--- src/rtl/spi_flash_rd_pkg.sv ---
// Shared definitions for the SPI flash read sequencer: controller register map,
// CTRL bit positions, flash opcode, FSM state type and word-building helpers.
package spi_flash_rd_pkg;

    localparam logic [7:0] REG_CTRL       = 8'h00;
    localparam logic [7:0] REG_DATA       = 8'h04;
    localparam logic [7:0] REG_STATUS     = 8'h08;

    localparam int         CTRL_START     = 0;
    localparam int         CTRL_CPOL      = 1;
    localparam int         CTRL_CPHA      = 2;
    localparam int         CTRL_SS        = 3;

    localparam logic [7:0] FLASH_CMD_READ = 8'h03;
    localparam logic [3:0] SEL_WORD       = 4'hF;
    localparam logic [7:0] DUMMY_BYTE     = 8'h00;

    typedef enum logic [3:0] {
        ST_IDLE     = 4'd0,
        ST_CS_ON    = 4'd1,
        ST_LOAD     = 4'd2,
        ST_GO       = 4'd3,
        ST_ARM      = 4'd4,
        ST_POLL_RD  = 4'd5,
        ST_POLL_CHK = 4'd6,
        ST_DAT_RD   = 4'd7,
        ST_CAPT     = 4'd8,
        ST_OUT      = 4'd9,
        ST_CS_OFF   = 4'd10,
        ST_FIN      = 4'd11
    } state_e;

    // CTRL word in SPI mode 0 with the given divider, slave-select and start bits.
    function automatic logic [31:0] ctrl_word(input logic [7:0] div,
                                              input logic       ss,
                                              input logic       go);
        logic [7:0] low;
        low             = 8'h00;
        low[CTRL_START] = go;
        low[CTRL_CPOL]  = 1'b0;
        low[CTRL_CPHA]  = 1'b0;
        low[CTRL_SS]    = ss;
        return {16'h0000, div, low};
    endfunction

    // Byte shifted out for a given position: opcode, three address bytes, then dummies.
    function automatic logic [7:0] tx_byte(input logic [16:0] idx,
                                           input logic [23:0] addr);
        logic [7:0] b;
        case (idx)
            17'd0:   b = FLASH_CMD_READ;
            17'd1:   b = addr[23:16];
            17'd2:   b = addr[15:8];
            17'd3:   b = addr[7:0];
            default: b = DUMMY_BYTE;
        endcase
        return b;
    endfunction

endpackage

--- src/rtl/spi_flash_rd.sv ---
// Flash read sequencer: drives a register-mapped SPI controller to issue a 0x03 read
// and streams the returned bytes out over a valid/ready handshake.
module spi_flash_rd
    import spi_flash_rd_pkg::*;
#(
    parameter int unsigned POLL_GAP = 3
)
(
    input  logic        clk,
    input  logic        rst_n,
    input  logic        start_i,
    input  logic [23:0] addr_i,
    input  logic [15:0] len_i,
    input  logic [7:0]  div_i,
    output logic        busy_o,
    output logic        done_o,
    output logic [7:0]  rdata_o,
    output logic        rvalid_o,
    input  logic        rready_i,
    output logic [7:0]  spi_waddr_o,
    output logic [31:0] spi_data_o,
    output logic [3:0]  spi_sel_o,
    output logic        spi_we_o,
    output logic [7:0]  spi_raddr_o,
    output logic        spi_rd_o,
    input  logic [31:0] spi_data_i
);

    localparam logic [15:0] GAP_LAST = 16'((POLL_GAP == 0) ? 0 : (POLL_GAP - 1));

    state_e      state_r;
    state_e      state_nxt_s;
    logic [23:0] addr_r;
    logic [15:0] len_r;
    logic [7:0]  div_r;
    logic [16:0] byte_idx_r;
    logic [16:0] idx_nxt_s;
    logic [15:0] gap_cnt_r;
    logic [7:0]  div_use_s;
    logic        last_data_s;

    logic        busy_r;
    logic        done_r;
    logic [7:0]  rdata_r;
    logic        rvalid_r;
    logic [7:0]  waddr_r;
    logic [31:0] wdata_r;
    logic [3:0]  sel_r;
    logic        we_r;
    logic [7:0]  raddr_r;
    logic        rd_r;

    // The CS_ON write happens on the same edge the inputs are latched, so use div_i there.
    assign div_use_s   = (state_r == ST_IDLE) ? div_i : div_r;
    // Data bytes occupy byte_idx 4 .. len+3; 17 bits keep len=16'hFFFF from wrapping.
    assign last_data_s = (byte_idx_r == ({1'b0, len_r} + 17'd3));

    // Next-state and byte-index selection.
    always_comb begin
        state_nxt_s = state_r;
        idx_nxt_s   = byte_idx_r;
        case (state_r)
            ST_IDLE: begin
                if (start_i) begin
                    state_nxt_s = ST_CS_ON;
                    idx_nxt_s   = 17'd0;
                end else begin
                    state_nxt_s = ST_IDLE;
                end
            end
            ST_CS_ON:   state_nxt_s = ST_LOAD;
            ST_LOAD:    state_nxt_s = ST_GO;
            ST_GO: begin
                if (POLL_GAP == 0) begin
                    state_nxt_s = ST_POLL_RD;
                end else begin
                    state_nxt_s = ST_ARM;
                end
            end
            ST_ARM: begin
                if (gap_cnt_r >= GAP_LAST) begin
                    state_nxt_s = ST_POLL_RD;
                end else begin
                    state_nxt_s = ST_ARM;
                end
            end
            ST_POLL_RD: state_nxt_s = ST_POLL_CHK;
            ST_POLL_CHK: begin
                if (spi_data_i[0]) begin
                    state_nxt_s = ST_POLL_RD;
                end else if (byte_idx_r < 17'd4) begin
                    if ((byte_idx_r == 17'd3) && (len_r == 16'd0)) begin
                        state_nxt_s = ST_CS_OFF;
                    end else begin
                        state_nxt_s = ST_LOAD;
                        idx_nxt_s   = byte_idx_r + 17'd1;
                    end
                end else begin
                    state_nxt_s = ST_DAT_RD;
                end
            end
            ST_DAT_RD:  state_nxt_s = ST_CAPT;
            ST_CAPT:    state_nxt_s = ST_OUT;
            ST_OUT: begin
                if (rvalid_r && rready_i) begin
                    if (last_data_s) begin
                        state_nxt_s = ST_CS_OFF;
                    end else begin
                        state_nxt_s = ST_LOAD;
                        idx_nxt_s   = byte_idx_r + 17'd1;
                    end
                end else begin
                    state_nxt_s = ST_OUT;
                end
            end
            ST_CS_OFF:  state_nxt_s = ST_FIN;
            ST_FIN:     state_nxt_s = ST_IDLE;
            default:    state_nxt_s = ST_IDLE;
        endcase
    end

    // FSM state, latched request and registered outputs; bus strobes are decoded from
    // the entered state so a read strobe's data lands in the following state.
    always_ff @(posedge clk or negedge rst_n) begin
        if (!rst_n) begin
            state_r    <= ST_IDLE;
            addr_r     <= 24'd0;
            len_r      <= 16'd0;
            div_r      <= 8'd0;
            byte_idx_r <= 17'd0;
            gap_cnt_r  <= 16'd0;
            busy_r     <= 1'b0;
            done_r     <= 1'b0;
            rdata_r    <= 8'd0;
            rvalid_r   <= 1'b0;
            waddr_r    <= 8'd0;
            wdata_r    <= 32'd0;
            sel_r      <= 4'd0;
            we_r       <= 1'b0;
            raddr_r    <= 8'd0;
            rd_r       <= 1'b0;
        end else begin
            state_r    <= state_nxt_s;
            byte_idx_r <= idx_nxt_s;
            if ((state_r == ST_IDLE) && start_i) begin
                addr_r <= addr_i;
                len_r  <= len_i;
                div_r  <= div_i;
            end
            gap_cnt_r <= (state_r == ST_ARM) ? (gap_cnt_r + 16'd1) : 16'd0;
            busy_r    <= (state_nxt_s != ST_IDLE) && (state_nxt_s != ST_FIN);
            done_r    <= (state_nxt_s == ST_FIN);

            we_r    <= 1'b0;
            waddr_r <= 8'd0;
            wdata_r <= 32'd0;
            sel_r   <= 4'd0;
            rd_r    <= 1'b0;
            raddr_r <= 8'd0;
            case (state_nxt_s)
                ST_CS_ON: begin
                    we_r    <= 1'b1;
                    waddr_r <= REG_CTRL;
                    wdata_r <= ctrl_word(div_use_s, 1'b1, 1'b0);
                    sel_r   <= SEL_WORD;
                end
                ST_LOAD: begin
                    we_r    <= 1'b1;
                    waddr_r <= REG_DATA;
                    wdata_r <= {24'd0, tx_byte(idx_nxt_s, addr_r)};
                    sel_r   <= SEL_WORD;
                end
                ST_GO: begin
                    we_r    <= 1'b1;
                    waddr_r <= REG_CTRL;
                    wdata_r <= ctrl_word(div_r, 1'b1, 1'b1);
                    sel_r   <= SEL_WORD;
                end
                ST_CS_OFF: begin
                    we_r    <= 1'b1;
                    waddr_r <= REG_CTRL;
                    wdata_r <= ctrl_word(div_r, 1'b0, 1'b0);
                    sel_r   <= SEL_WORD;
                end
                ST_POLL_RD: begin
                    rd_r    <= 1'b1;
                    raddr_r <= REG_STATUS;
                end
                ST_DAT_RD: begin
                    rd_r    <= 1'b1;
                    raddr_r <= REG_DATA;
                end
                default: begin
                    we_r <= 1'b0;
                    rd_r <= 1'b0;
                end
            endcase

            if (state_r == ST_CAPT) begin
                rdata_r  <= spi_data_i[7:0];
                rvalid_r <= 1'b1;
            end else if ((state_r == ST_OUT) && rready_i) begin
                rvalid_r <= 1'b0;
            end else begin
                rvalid_r <= rvalid_r;
            end
        end
    end

    assign busy_o      = busy_r;
    assign done_o      = done_r;
    assign rdata_o     = rdata_r;
    assign rvalid_o    = rvalid_r;
    assign spi_waddr_o = waddr_r;
    assign spi_data_o  = wdata_r;
    assign spi_sel_o   = sel_r;
    assign spi_we_o    = we_r;
    assign spi_raddr_o = raddr_r;
    assign spi_rd_o    = rd_r;

endmodule

--- config.mk ---
export PLATFORM = sky130hd
export DESIGN_NAME = spi_flash_rd
export DESIGN_NICKNAME = d
export VERILOG_FILES = /design/src/rtl/spi_flash_rd_pkg.sv /design/src/rtl/spi_flash_rd.sv
export SDC_FILE = /design/constraint.sdc
export NUM_CORES = 1
export LEC_CHECK = 0
export CAP_MARGIN = 20
export CORE_AREA = 2 2 122 124
export CTS_CLUSTER_DIAMETER = 40
export DETAILED_ROUTE_END_ITERATION = 8
export DIE_AREA = 0 0 124 126
export GPL_TIMING_DRIVEN = 1
export PLACE_DENSITY = 0.73
export SLEW_MARGIN = 20
export SYNTH_ARGS = -nofsm -noshare
export SYNTH_HDL_FRONTEND = slang
export SYNTH_SLANG_ARGS = --single-unit
--- constraint.sdc ---
create_clock -name clk -period 7.2 [get_ports clk]
set_input_delay 0.72 -clock clk [delete_from_list [all_inputs] [get_ports clk]]
set_output_delay 0.72 -clock clk [all_outputs]
set_load 0.005 [all_outputs]
==> flow_summary.ini <==
[run_status]
status = complete, no violations

[timing]
rsz0062_at_grt = no
fin_crit_ns = 4.74
timing.setup.tns_ns = 0
finalMaxSlewViolations = 0
worst_slew_pin_slew_ns = 0.959
fin_skew_ns = 0.0245
hold_viol = 0
setup_ws_ns = 2.46
setup_violations = 0
relSlewSlack_pct = 35.7
fmax_mhz = 211
finalCritPeriodShare_pct = 65.9

[placed_design]
dp_hpwl_um = 10700
portBuffers = 95
place_ws_ns = 2.51
place_congestion = 0.893

[synthesis]
synthAdderAreaFrac_pct = 0.788
synth_simple_gate_area_share_pct = 27.7
synth-compound-area-share_pct = 11.5
synth_edf_count = 0
synth_xor_area_share_pct = 3.86
synth_top_cell_by_area = dfrtp_1
ys_ff_latch = 117
syn_avg_cell_area_um2 = 8.71
synth_area_leaders = dfrtp_1 46%, nand2_1 12%, buf_4 4.0%, nor2_1 3.0%, mux2_2 3.0%
ys_top_cells_by_count = 198 x nand2_1, 117 x dfrtp_1, 51 x nor2_1
synth.distinct_cells = 68
synth_most_common_cell = nand2_1
ys_async_sr_fraction_pct = 100
synthesis.area_mm2 = 0.00635
ys_warn_count = 0
synth.area.mux_share_pct = 3.17
ys.flop_type = dfrtp_1
synth_top_family_by_area = simple AND/OR/NAND/NOR gates
netlist_instances = 730
yosys.area.top_type_share_pct = 46.1
ys_seq_area_share_pct = 46.1

[detailed_routing]
drt_iter0_markers = 459
drt_wl_total_um = 15200
drt_first_pass_iters = 5
vias_per_cell = 5.42
drcViolationCount = 0
wl_per_cell_um = 15.1
num_vias = 5452
ant_nets = 0

[floorplanning]
io_pins = 149
die_w_um = 124
die-area_mm2 = 0.0156
initial_core_util_pct = 44.4
floorplan.core_area_mm2 = 0.0143
fp.dieH_um = 126
fp-row-count = 44

[global_routing]
antenna_found_initial = 0
grtUsageTotal_pct = 20.6
grt_pass1_wl_um = 25300
grt_overflow = 0
grt_max_degree = 80
grt_pass1_vias = 5188

[clock_network]
clock_latency_ns = 0.42
cts_setup_buffers = 0
htree_num_levels = 4
cts_buffers = 17
cts_buffer_depth = 2
path_clk_slew_ns = 0.06
hold_buffers = 0
cts_tree = yes
ctsRootBufferMaster = clkbuf_16
cts_resized = 0
clock_sinks = 117

[pwr]
ir_drop_v = 0.000179
cellLeakagePower_uw = 0.00365
power_density_mw_per_mm2 = 191

[critical_path]
worstSetupPathType = flip-flop to flip-flop
crit_path_max_incr_delay_ns = 0.60
r2r-start = len_r[0]
crit_path_end_kind = flip-flop
crit_arrival_ns = 5.08
critical_path_peak_fanout = 14
critPathRequiredTime_ns = 7.53
crit_top_cell = nor2_1
critical_path.slowest_cell = nor4_4
crit_start = len_r[0]
worstPathCellList = inv_1 -> ha_1 -> nand4b_2 -> nor3_2 -> xnor2_1 -> or4_4 -> nor4_4 -> and2_1 -> nor2_1 -> o31ai_2 -> clkinv_1 -> nor2_1 -> a22oi_1 -> o211ai_2
critPathLaunchType = flip-flop

[cells_and_area]
fillers = 1308
nets = 897
area_delta_synth_final_pct = 23.8
layout-drive-gt1-share_pct = 8.39
n_antenna_cell = 0

[run]
maxCapViolations = 0

[hold_path]
hp-class = input port to async pin
## worst max-delay path: cells and delay by family, from the launching register on
| kind | cells | cell delay (ns) |
|---|---|---|
| buffers and inverters | 2 | 0.40 |
| adders and majority gates | 1 | 0.27 |
| xor gates and xnor gates | 1 | 0.08 |
| DFF | 1 | 0.43 |
| and+or+nand+nor | 7 | 2.78 |
| AOI/OAI and AO/OA | 3 | 0.71 |
## flip-flops by register name (all words and copies together), names as in the netlist
register	count
spi_rd_o	1
len_r	16
rvalid_o	1
state_r	4
spi_waddr_o	1
addr_r	24
busy_o	1
gap_cnt_r	16
byte_idx_r	17
spi_data_o	16
spi_sel_o	1
rdata_o	8
done_o	1
spi_raddr_o	2
div_r	8
## report_power, final
group | total, uW | switching, uW | leakage [uW] | internal, uW
combinational | 50.4 | 21.5 | 0.00179 | 28.9
sequential | 658 | 0 | 0.00158 | 658
clock | 798 | 297 | 0.000275 | 501
## logic make-up after synthesis
| kind of cell | after synthesis |
|---|---|
| buffers and inverters | 80 |
| DFF | 117 |
| xor gates and xnor gates | 28 |
| muxes | 18 |
| adders and majority gates | 4 |
| other | 1 |
| AOI/OAI and AO/OA | 112 |
| and+or+nand+nor | 370 |
## per-layer routing
metal / track usage, % / part of all wire [%]
met2: 31.8 / 48
met1: 27.8 / 44
met4: 8.06 / 2.5
met5: 0 / 0
met3: 4.94 / 6.0
## placed cells by master, fill, tap and decap left out, types with 3 or more instances in the layout
cell / count
clkdlybuf4s50_1: 94
nand2_1: 198
ha_1: 4
a22oi_1: 9
and3_1: 12
or3_1: 5
a211oi_1: 3
nor4b_1: 3
o21ai_0: 31
dfrtp_1: 117
xor2_1: 19
clkinv_2: 3
inv_1: 13
nor3b_1: 9
clkinvlp_4: 3
a211o_1: 6
nand3_1: 14
o21a_1: 3
nor4_1: 17
clkbuf_16: 17
xnor2_1: 9
buf_4: 3
mux2_2: 17
or4_1: 3
o21ai_1: 3
nor2_1: 50
nor2b_1: 7
nand2b_1: 5
nand4_1: 10
and2_1: 6
and4_1: 5
a31oi_1: 11
a21oi_1: 19
o22ai_1: 3
clkinv_4: 4
nor3_1: 11
clkbuf_8: 3
conb_1: 29
## per-stage QoR
step / power [uW] / std cells / utilization, % / hold WS, ns / cell area (um2)
after floorplan: 686 / 758 / - / 0.424 / 6460
after global placement: 721 / 974 / 50.9 / 0.449 / 7290
after detailed placement: 721 / 974 / 51.0 / 0.454 / 7290
after CTS: 1520 / 1006 / 55.0 / 0.288 / 7870
after global routing: 1560 / 1006 / 55.0 / 0.316 / 7870
final: 1510 / 1006 / 55.0 / 0.281 / 7870
## area by class of cell
cell class | count | area, um2 | area share [%]
clock buffer | 21 | 470 | 5.98
clock inverter | 11 | 103 | 1.30
inverter | 14 | 52.6 | 0.668
multi-input combinational | 561 | 3110 | 39.5
sequential | 117 | 2930 | 37.2
tap | 184 | 230 | 2.93
timing repair buffer | 98 | 975 | 12.4
## final timing paths
check / end / slack [ns] / cells past startpoint
setup / recovery: spi_data_o[3] / 2.46 / 14
hold / removal: len_r[6] / 0.28 / 1
setup reg to reg: spi_data_o[3] / 2.46 / 14
hold reg to reg: spi_data_o[10] / 0.47 / 2
max in group asynchronous: gap_cnt_r[10] / 5.85 / 2
min in group clk: spi_data_o[10] / 0.47 / 2
Note: power is estimated with default switching activity, not from simulation.
